==> config.mk <==
export PLATFORM = sky130hd
export DESIGN_NAME = down_counter_timer
export DESIGN_NICKNAME = d
export VERILOG_FILES = /design/src/rtl/down_counter_timer_pkg.sv /design/src/rtl/down_counter_timer_dff_sync_reset.sv /design/src/rtl/down_counter_timer.sv
export SDC_FILE = /design/constraint.sdc
export NUM_CORES = 1
export LEC_CHECK = 0
export BUFFER_PORTS_ARGS = -buffer_cell sky130_fd_sc_hd__buf_2
export CORE_MARGIN = 5
export CORE_UTILIZATION = 35
export DETAILED_ROUTE_END_ITERATION = 7
export GPL_TIMING_DRIVEN = 0
export PLACE_DENSITY = 0.55
export SYNTH_ARGS = -nofsm -noshare
export SYNTH_HDL_FRONTEND = slang
export SYNTH_SLANG_ARGS = --single-unit
==> constraint.sdc <==
create_clock -name clk -period 2.4 [get_ports clk]
set_clock_uncertainty 0.1 [all_clocks]
set_input_delay 0.36 -clock clk [delete_from_list [all_inputs] [get_ports clk]]
set_output_delay 0.36 -clock clk [all_outputs]
set_load 0.01 [all_outputs]
==> src/rtl/down_counter_timer_pkg.sv <==
// Shared constants and state encoding for the loadable down-counter timer.
package down_counter_timer_pkg;

  localparam int WIDTH_DEF = 4;

  typedef enum logic {
    IDLE = 1'b0,
    RUN  = 1'b1
  } state_t;

endpackage

==> src/rtl/down_counter_timer_dff_sync_reset.sv <==
// Single-bit D flop with synchronous active-high reset and load enable.
module dff_sync_reset (
  input  logic clk,
  input  logic reset,
  input  logic en,
  input  logic d,
  output logic q
);

  always_ff @(posedge clk) begin
    if (reset)
      q <= 1'b0;
    else if (en)
      q <= d;
  end

endmodule

==> src/rtl/down_counter_timer.sv <==
// Loadable down-counter with terminal-count done pulse and optional auto-reload.
module down_counter_timer
  import down_counter_timer_pkg::*;
#(
  parameter int WIDTH = WIDTH_DEF
) (
  input  logic             clk,
  input  logic             reset,
  input  logic             load,
  input  logic [WIDTH-1:0] load_value,
  input  logic             enable,
  input  logic             auto_reload,
  output logic [WIDTH-1:0] count,
  output logic             busy,
  output logic             zero,
  output logic             done
);

  logic [WIDTH-1:0] count_q;
  logic [WIDTH-1:0] reload_q;
  logic [WIDTH-1:0] count_nxt;
  logic             state_bit_q;
  state_t           state;
  state_t           state_nxt;
  logic             done_q;
  logic             done_nxt;

  assign state = state_t'(state_bit_q);

  always_comb begin
    count_nxt = count_q;
    state_nxt = state;
    done_nxt  = 1'b0;
    if (load) begin
      count_nxt = load_value;
      state_nxt = (load_value != '0) ? RUN : IDLE;
    end else if (state == RUN && enable) begin
      if (count_q > WIDTH'(1)) begin
        count_nxt = count_q - WIDTH'(1);
      end else if (count_q == WIDTH'(1)) begin
        done_nxt = 1'b1;
        if (auto_reload) begin
          count_nxt = reload_q;
        end else begin
          count_nxt = '0;
          state_nxt = IDLE;
        end
      end else begin
        // A zero count while running cannot arise from a load; park safely.
        state_nxt = IDLE;
      end
    end
  end

  for (genvar i = 0; i < WIDTH; i++) begin : g_bits
    dff_sync_reset u_count (
      .clk   (clk),
      .reset (reset),
      .en    (1'b1),
      .d     (count_nxt[i]),
      .q     (count_q[i])
    );
    // The reload register only captures on an explicit load.
    dff_sync_reset u_reload (
      .clk   (clk),
      .reset (reset),
      .en    (load),
      .d     (load_value[i]),
      .q     (reload_q[i])
    );
  end

  dff_sync_reset u_state (
    .clk   (clk),
    .reset (reset),
    .en    (1'b1),
    .d     (state_nxt == RUN),
    .q     (state_bit_q)
  );

  dff_sync_reset u_done (
    .clk   (clk),
    .reset (reset),
    .en    (1'b1),
    .d     (done_nxt),
    .q     (done_q)
  );

  assign count = count_q;
  assign busy  = (state == RUN);
  assign zero  = ~|count_q;
  assign done  = done_q;

endmodule

==> impl_results.md, run 1 <==
* DR vias at 591
* Final Net Count at 103
* Required @ worst endpoint at 2480 ps
* Final Critical Period at 1990 ps
* DRT antenna net count at 0
* Die footprint at 2710 µm²
* Worst hold slack at 290 ps
* Tightest Pin Transition at 475 ps
* Hold Path Class: in2reg
* Via density at 5.18
* Avg Inst Size Synth at 8.60 µm²
* Netlist cell types at 31
* Initial antenna violation count at 0
* Chip height at 52.1 µm
* Pins over their slew limit at 0
* CTS tree: yes
* Hold_buf cts at 0
* First-pass GRT wire length at 2180 µm
* Port buffer count at 14
* Pwr per Cell Area at 542 nW/µm²
* Number of global-route vias before repair at 502
* # fillers at 190
* GRT Resource Usage Total at 11.2%
* H-tree depth at 1
* Die Span X at 52.1 µm
* HPWL after DPL at 1050 µm
* Top FF cell, synth: dfxtp_1
* Post-synthesis net count at 84
* Core area at 1710 µm²
* Startpoint type of the worst setup path: flop
* Post-synth EDFFs at 0
* Met3 Use GR at 3.72%
* GPL Wtd Cong at 0.778
* LEAKAGE at 0.306 nW
* RSZ-0062 raised after global routing: false
* Max frequency at 0.504 GHz
* MaxCap Viol Count at 0
* 1st-pass router iterations at 5
* Reg clk slew, reported paths at 60 ps
* Busiest grt layer: met1
* Synth warn at 0
* Share of cells above drive strength 1 at 31.5%
* Grt met1 use at 15.0%
* Storage element area at 200 µm²
* Clk buf depth at 2
* CP max stage cell: dfxtp_1
* Initial core utilization at 36.3%
* Synth Instances at 72
* GRT overflow at 0
* Post-cts sizing count at 0
* DR iter-0 viols at 21
* Worst path cell trace: inv_1 -> ha_1 -> or4b_4 -> a21oi_1 -> a311o_1 -> a221oi_2
* Average routed wire per standard cell at 12.1 µm
* VDD IR-drop max at 0.223 mV
* Number of hold violations in the final report at 0
* Clk_lat worst skew at 260 ps
* Cts bufs inserted at 3
* Critical path class: reg2reg
* Worst Path Arrival at 2060 ps
* Post-route DRC at 0
* Post-CTS Setup Inserts at 0
* Max FO, Critical Path at 8
* Clock Sink Count at 10
* Outcome: finished clean
* Synthesized cell area at 619 µm²
* Global routing usage on met2 at 14.9%
* # setup viols final at 0
* Row Count at 15
* Setup TNS at 0 ps
* Root Buffer: clkbuf_4
* Worst setup EP type: flop
* # IOs at 16
* Final Cycle Share at 82.7%
* Max_slew headroom at 68.3%
* Final WL at 1380 µm
* Largest net degree at the start of global routing at 11
* ANT cells at 0
* Seq/Total Area, Yosys at 32.3%
* Post-synth ARST share at 0%
* Yosys reg bits at 10
* Layout Area Growth over Synthesis at 20.0%
* Area of the multi-input gates at 357 µm²
* Final Power at 0.403 mW
* Max incr delay on CP at 450 ps
-- synth_stat cells, types with 2 or more instances --
library cell	n	area [µm²]
a21oi_1	9	45.0
clkbuf_1	2	7.51
ha_1	3	37.5
nor3_1	2	10.0
buf_2	2	10.0
nand2_1	6	22.5
o2111ai_1	2	17.5
and2_1	2	12.5
dfxtp_1	10	200
o32ai_1	2	17.5
inv_1	4	15.0
a31oi_1	2	12.5
a311o_1	2	20.0
nand2b_1	4	25.0
buf_4	4	30.0
-- area by class of cell --
type                       count  area share, %
sequential                    10           26.9
buffer                         8           6.40
timing repair buffer          14           9.43
clock buffer                   3           3.03
multi-input combinational     50           48.0
tap                           25           4.21
inverter                       4           2.02
-- final timing paths --
path         cells after the start                 start  slack, ps                   end
min reg2reg                      2  g_bits[0].u_reload.q        380  g_bits[0].u_reload.q
max                              6   g_bits[0].u_count.q        410   g_bits[0].u_count.q
max reg2reg                      6   g_bits[0].u_count.q        410   g_bits[0].u_count.q
min                              3         load_value[3]        290  g_bits[3].u_reload.q
-- metal layers --
layer | vias to the layer above | wire (µm)
met5 | - | 0
met4 | 0 | 8
met3 | 2 | 98
met2 | 23 | 574
met1 | 264 | 699
li1 | 302 | -
-- stage by stage --
stage / utilization [%] / std cells / setup WS, ps / instance area (µm²)
6_report: 43.5 / 114 / 415 / 743
5_1_grt: 43.5 / 114 / 305 / 743
4_1_cts: 43.5 / 114 / 392 / 743
3_5_place_dp: 42.2 / 111 / 417 / 721
3_3_place_gp: 42.2 / 111 / 433 / 721
2_1_floorplan: - / 72 / 605 / 619
-- placed cells by master (no fill, tap or decap), drive strengths merged --
cell     Yosys  routed
clkbuf       2       5
o21a         1       1
or4b         1       1
o32ai        2       2
or2          1       1
nor3         2       2
mux2         1       1
a311o        2       2
nor2         1       1
o2111ai      2       2
nand2b       4       4
a31oi        2       2
inv          4       4
nor4         1       1
o2bb2ai      1       1
ha           3       3
a222oi       1       1
o41ai        1       1
mux2i        1       1
a21oi        9       9
a221oi       1       1
dfxtp       10      10
a311oi       1       1
and2         2       2
o21ai        2       2
or3          1       1
buf          6      20
nand2        7       7
-- worst max-delay path, delay by kind of cell (launching register included) --
| family | cells | cell delay (ps) |
|---|---|---|
| and+or+nand+nor | 1 | 260 |
| adders and majority gates | 1 | 310 |
| DFF | 1 | 450 |
| AOI/OAI and AO/OA | 3 | 660 |
| buffers and inverters | 1 | 130 |
-- power by group --
| group | switching, mW | internal, mW |
|---|---|---|
| logic | 0.0557 | 0.0500 |
| clock network | 0.0539 | 0.0578 |
| registers | 0.0102 | 0.175 |
| total | 0.120 | 0.283 |
-- registers in the layout (all words and copies together) (netlist names) --
register	flops
g_bits.u_count.q	4
g_bits.u_reload.q	4
u_done.q	1
u_state.q	1
-- kinds of logic (layout without fill, tap and decap cells) --
| kind of cell | Yosys count | in the layout | synth area share [%] |
|---|---|---|---|
| adder cells (fa/ha/maj) | 3 | 3 | 6.06 |
| buffers and inverters | 12 | 29 | 10.1 |
| multiplexers | 2 | 2 | 3.43 |
| AND/OR/NAND/NOR | 20 | 20 | 18.6 |
| AO/OA/AOI/OAI | 25 | 25 | 29.5 |
| flip-flops | 10 | 10 | 32.3 |
Note: power is estimated with default switching activity, not from simulation.
==> inputs of run 2 (changes only) <==
--- a/config.mk
+++ b/config.mk
@@ -10,7 +10,7 @@
 export CORE_UTILIZATION = 35
 export DETAILED_ROUTE_END_ITERATION = 7
 export GPL_TIMING_DRIVEN = 0
-export PLACE_DENSITY = 0.55
+export PLACE_DENSITY = 0.57
 export SYNTH_ARGS = -nofsm -noshare
 export SYNTH_HDL_FRONTEND = slang
 export SYNTH_SLANG_ARGS = --single-unit
==> constraint.sdc (replaced) <==
create_clock -name clk -period 1.6 [get_ports clk]
set_clock_uncertainty 0.1 [all_clocks]
set_input_delay 0.24 -clock clk [delete_from_list [all_inputs] [get_ports clk]]
set_output_delay 0.24 -clock clk [all_outputs]
set_load 0.01 [all_outputs]
==> run 2 against run 1 <==
The run now ends with negative setup slack left; hold slack got worse by 120 ps; cell count rose by 5.3%; fmax grew 18%; non-clock buffer count up 6; first-iteration DRC count down 57%; via count up 5.1%; die area stayed put; sequential share of layout area down 2.9 points; clock power grew 46%; global-route usage is 2.1 points higher; routed wire length rose by 14%; register-to-register slack worse by 500 ps; critical path type unchanged; largest power group unchanged.
==> impl_results.md, run 2 (synthesis results as in run 1) <==
* Outcome: finished with violations
* Failing checks: negative setup slack
* Worst Path Arrival at 1750 ps
* RSZ-0062 raised after global routing: true
* # setup viols final at 3
* Cts bufs inserted at 3
* Largest net degree at the start of global routing at 11
* Max incr delay on CP at 530 ps
* Row Count at 15
* Final worst slack at -83.4 ps
* Die Span X at 52.1 µm
* Final std cells w/o fill at 120
* Startpoint type of the worst setup path: flop
* Worst setup EP type: flop
* Worst path cell trace: inv_4 -> ha_4 -> or4b_4 -> nand2_4 -> a311oi_2 -> o32ai_1
* Most common cell after layout, fill and taps aside: buf_2
* Root Buffer: clkbuf_4
* Place WS at -234 ps
* Layout Area Growth over Synthesis at 37.8%
* Reg clk slew, reported paths at 60 ps
* Initial antenna violation count at 0
* Initial core utilization at 36.3%
* Final Net Count at 109
* # fillers at 187
* # IOs at 16
* Max_slew headroom at 69.1%
* Critical path class: reg2reg
* Clock Sink Count at 10
* Clk buf depth at 2
* Final WL at 1580 µm
* Post-route DRC at 0
* H-tree depth at 1
* Tightest Pin Transition at 464 ps
* GRT overflow at 0
* Die footprint at 2710 µm²
* Average routed wire per standard cell at 13.2 µm
* Clk_lat worst skew at 250 ps
* Hold_buf cts at 0
* Pwr per Cell Area at 760 nW/µm²
* DR iter-0 viols at 9
* Hold Path Origin: load_value[3]
* RR Startpoint: g_bits[1].u_count.q
* Number of global-route vias before repair at 585
* CP max stage cell: or4b_4
* Hold Path Class: in2reg
* Final Critical Period at 1680 ps
* Chip height at 52.1 µm
* Via density at 5.18
* CTS tree: yes
* Number of hold violations in the final report at 0
* Cell total after placement at 111
* Required @ worst endpoint at 1670 ps
* Core area at 1710 µm²
* DR vias at 621
* Max frequency at 0.594 GHz
* MaxCap Viol Count at 0
* HPWL after DPL at 1110 µm
* Final Power at 0.648 mW
* First-pass GRT wire length at 2640 µm
* Regs by FF count: g_bits.u_count.q (4), g_bits.u_reload.q (4)
* DRT antenna net count at 0
* Final Cycle Share at 105%
* Most frequent cells in the layout: buf_2 (15), buf_4 (10), dfxtp_1 (8)
* Pins over their slew limit at 0
* Max FO, Critical Path at 4
* Worst Setup SP: g_bits[1].u_count.q
* 1st-pass router iterations at 4
* Share of cells above drive strength 1 at 47.4%
* GPL Wtd Cong at 0.751
* ANT cells at 0
* GRT Resource Usage Total at 13.3%
* LEAKAGE at 0.349 nW
* VDD IR-drop max at 0.525 mV
* Port buffer count at 14
## run 2: area by class of cell
cell class                      count  area [µm²]  share of cell area (%)
Tap cell                           25        31.3                    3.67
Buffer                              7        42.5                    4.99
Multi-Input combinational cell     50         405                    47.5
Timing Repair Buffer               21         126                    14.8
Clock buffer                        3        22.5                    2.64
Sequential cell                    10         205                    24.0
Inverter                            4        20.0                    2.35
## run 2: worst max-delay path: cells and delay by family, from the launching register on
family / cells / cell delay [ps]
compound gates: 2 / 290
fa+ha+maj: 1 / 160
flops: 1 / 350
buf+inv: 1 / 50
simple gates: 2 / 640
## run 2: path summary, 6_finish.rpt
| kind | endpoint | slack (ps) | depth (start not counted) |
|---|---|---|---|
| worst max-delay path | g_bits[3].u_count.q | -80 | 6 |
| worst max register to register | g_bits[3].u_count.q | -80 | 6 |
| worst min-delay path | g_bits[3].u_reload.q | 160 | 3 |
| worst min register to register | g_bits[0].u_reload.q | 380 | 2 |
## run 2: metal layers
metal / vias to the layer above / global-route usage (%) / part of all wire (%)
met2: 13 / 21.3 / 48
li1: 313 / - / -
met5: - / 0 / 0
met1: 293 / 16.6 / 46
met3: 2 / 2.01 / 4.8
met4: 0 / 7.86 / 1.1
## run 2: repair_timing
action / 4_1_cts / 5_1_grt
gates resized for setup: 6 / 5
buffers inserted: 5 / 2
setup endpoints to repair: 4 / 4
gates cloned: 0 / 0
pin swaps: 5 / 3
## run 2: through the flow
stage          cell area (µm²)  util [%]  hold WS, ps  TNS (ps)
2_1_floorplan              647         -          298      -263
3_3_place_gp               748      43.8          364      -716
3_5_place_dp               748      43.8          370      -682
4_1_cts                    820      48.0          157     -93.8
5_1_grt                    853      50.0          188      -358
6_report                   853      50.0          165      -185
## run 2: report_power, final
group,internal (mW),switching [mW],leakage (nW)
Combinational,0.104,0.0996,0.252
Clock,0.0865,0.0777,0.0138
Sequential,0.263,0.0171,0.0834
==> inputs of run 3 (changes only) <==
--- a/config.mk
+++ b/config.mk
@@ -8,9 +8,11 @@
 export BUFFER_PORTS_ARGS = -buffer_cell sky130_fd_sc_hd__buf_2
 export CORE_MARGIN = 5
 export CORE_UTILIZATION = 35
+export CTS_BUF_LIST = sky130_fd_sc_hd__clkbuf_4 sky130_fd_sc_hd__clkbuf_8
 export DETAILED_ROUTE_END_ITERATION = 7
 export GPL_TIMING_DRIVEN = 0
 export PLACE_DENSITY = 0.57
+export REMOVE_ABC_BUFFERS = 1
 export SYNTH_ARGS = -nofsm -noshare
 export SYNTH_HDL_FRONTEND = slang
 export SYNTH_SLANG_ARGS = --single-unit
==> run 3 against run 2 <==
The run still ends with negative setup slack left; global-route usage fell by 0.075 points; first-iteration DRC count rose by 56%; worst setup slack got worse by 49 ps; sequential power barely moved; cell area fell by 1.9%; fmax fell by 2.8%; flip-flop and latch count did not move; combinational power rose by 3%.
==> impl_results.md, run 3 (synthesis results as in run 1) <==
* Final Net Count at 106
* Cts bufs inserted at 3
* Root Buffer: clkbuf_4
* Initial antenna violation count at 0
* H-tree depth at 1
* Post-route DRC at 0
* GPL Wtd Cong at 0.754
* Max frequency at 0.577 GHz
* DR vias at 621
* Failing checks: negative setup slack
* Final Critical Period at 1730 ps
* Final worst slack at -133 ps
* Chip height at 52.1 µm
* Share of cells above drive strength 1 at 46.7%
* Worst setup EP type: flop
* Via density at 5.31
* Tightest Pin Transition at 374 ps
* Final Cycle Share at 108%
* Pwr per Cell Area at 790 nW/µm²
* Die Span X at 52.1 µm
* # setup viols final at 4
* Core area at 1710 µm²
* Clock Sink Count at 10
* Clk buf depth at 2
* Number of global-route vias before repair at 582
* Reg clk slew, reported paths at 60 ps
* Row Count at 15
* Regs by FF count: g_bits.u_count.q (4), g_bits.u_reload.q (4)
* Setup TNS at -404 ps
* GRT overflow at 0
* Startpoint type of the worst setup path: flop
* Clk_lat worst skew at 260 ps
* DRT antenna net count at 0
* Max_slew headroom at 75.1%
* Most frequent cells in the layout: buf_2 (15), buf_4 (10), dfxtp_1 (8)
* CTS tree: yes
* Largest net degree at the start of global routing at 14
* Port buffer count at 15
* Outcome: finished with violations
* Hold Path Class: in2reg
* 1st-pass router iterations at 4
* GRT Resource Usage Total at 13.2%
* Max FO, Critical Path at 4
* Most common cell after layout, fill and taps aside: buf_2
* MaxCap Viol Count at 0
* Pins over their slew limit at 0
* DR iter-0 viols at 14
* LEAKAGE at 0.338 nW
* ANT cells at 0
* Die footprint at 2710 µm²
* Critical path class: reg2reg
* Average routed wire per standard cell at 14.1 µm
* Worst Path Arrival at 1800 ps
* VDD IR-drop max at 0.428 mV
* Layout Area Growth over Synthesis at 35.2%
* HPWL after DPL at 1070 µm
* Worst hold slack at 179 ps
* # IOs at 16
* Hold_buf cts at 0
* Initial core utilization at 36.3%
* Number of hold violations in the final report at 0
* First-pass GRT wire length at 2630 µm
* RSZ-0062 raised after global routing: true
* Required @ worst endpoint at 1670 ps
* Final WL at 1640 µm
==> run 3: final cells by class <==
type,count,area [µm²]
repair buffers,25,150
inverters,4,20.0
flip-flops and latches,10,205
fillers,175,871
well taps,25,31.3
multi-input cells,50,408
clock buffers,3,22.5
==> run 3: layer usage <==
metal	GRT usage (%)	vias to the layer above	part of all wire (%)	wire length (µm)
li1	-	310	-	-
met1	15.3	288	44	728
met2	20.5	17	48	791
met3	3.44	6	4.7	77
met4	10.0	0	2.8	46
met5	0	-	0	0
==> run 3: stage by stage <==
stage	setup slack, ps	std cells	total power [mW]	util [%]	area, µm²
floorplan	-261	64	0.380	-	572
global placement	-353	104	0.431	39.7	678
detailed placement	-357	104	0.431	39.7	678
CTS	-59.6	115	0.641	46.6	796
global route	-222	117	0.700	49.0	837
finish	-133	117	0.661	49.0	837
==> run 3: critical path, stage by stage (launching register included) <==
cell and delay, ps:
dfxtp_2 350, inv_4 60, ha_4 170, or4b_4 560, nand2_4 90, a311oi_2 50, o32ai_2 270
==> run 3: path summary, 6_finish.rpt <==
| kind | startpoint | to | slack (ps) | cells past startpoint |
|---|---|---|---|---|
| worst max-delay path | g_bits[1].u_count.q | g_bits[3].u_count.q | -130 | 6 |
| worst min-delay path | load_value[1] | g_bits[1].u_reload.q | 180 | 3 |
| worst max register to register | g_bits[1].u_count.q | g_bits[3].u_count.q | -130 | 6 |
| worst min register to register | g_bits[0].u_reload.q | g_bits[0].u_reload.q | 380 | 2 |
==> run 3: what timing repair did <==
action                                  CTS  global route
cloned                                    0             0
buffers inserted                          8             2
resized for setup                        11             5
pin swaps                                 2             7
endpoints found under the setup margin    6             4
==> run 3: report_power, final <==
group | internal, mW | total [mW] | switching, mW
registers | 0.263 | 0.280 | 0.0173
logic | 0.107 | 0.211 | 0.104
clock network | 0.0869 | 0.170 | 0.0834
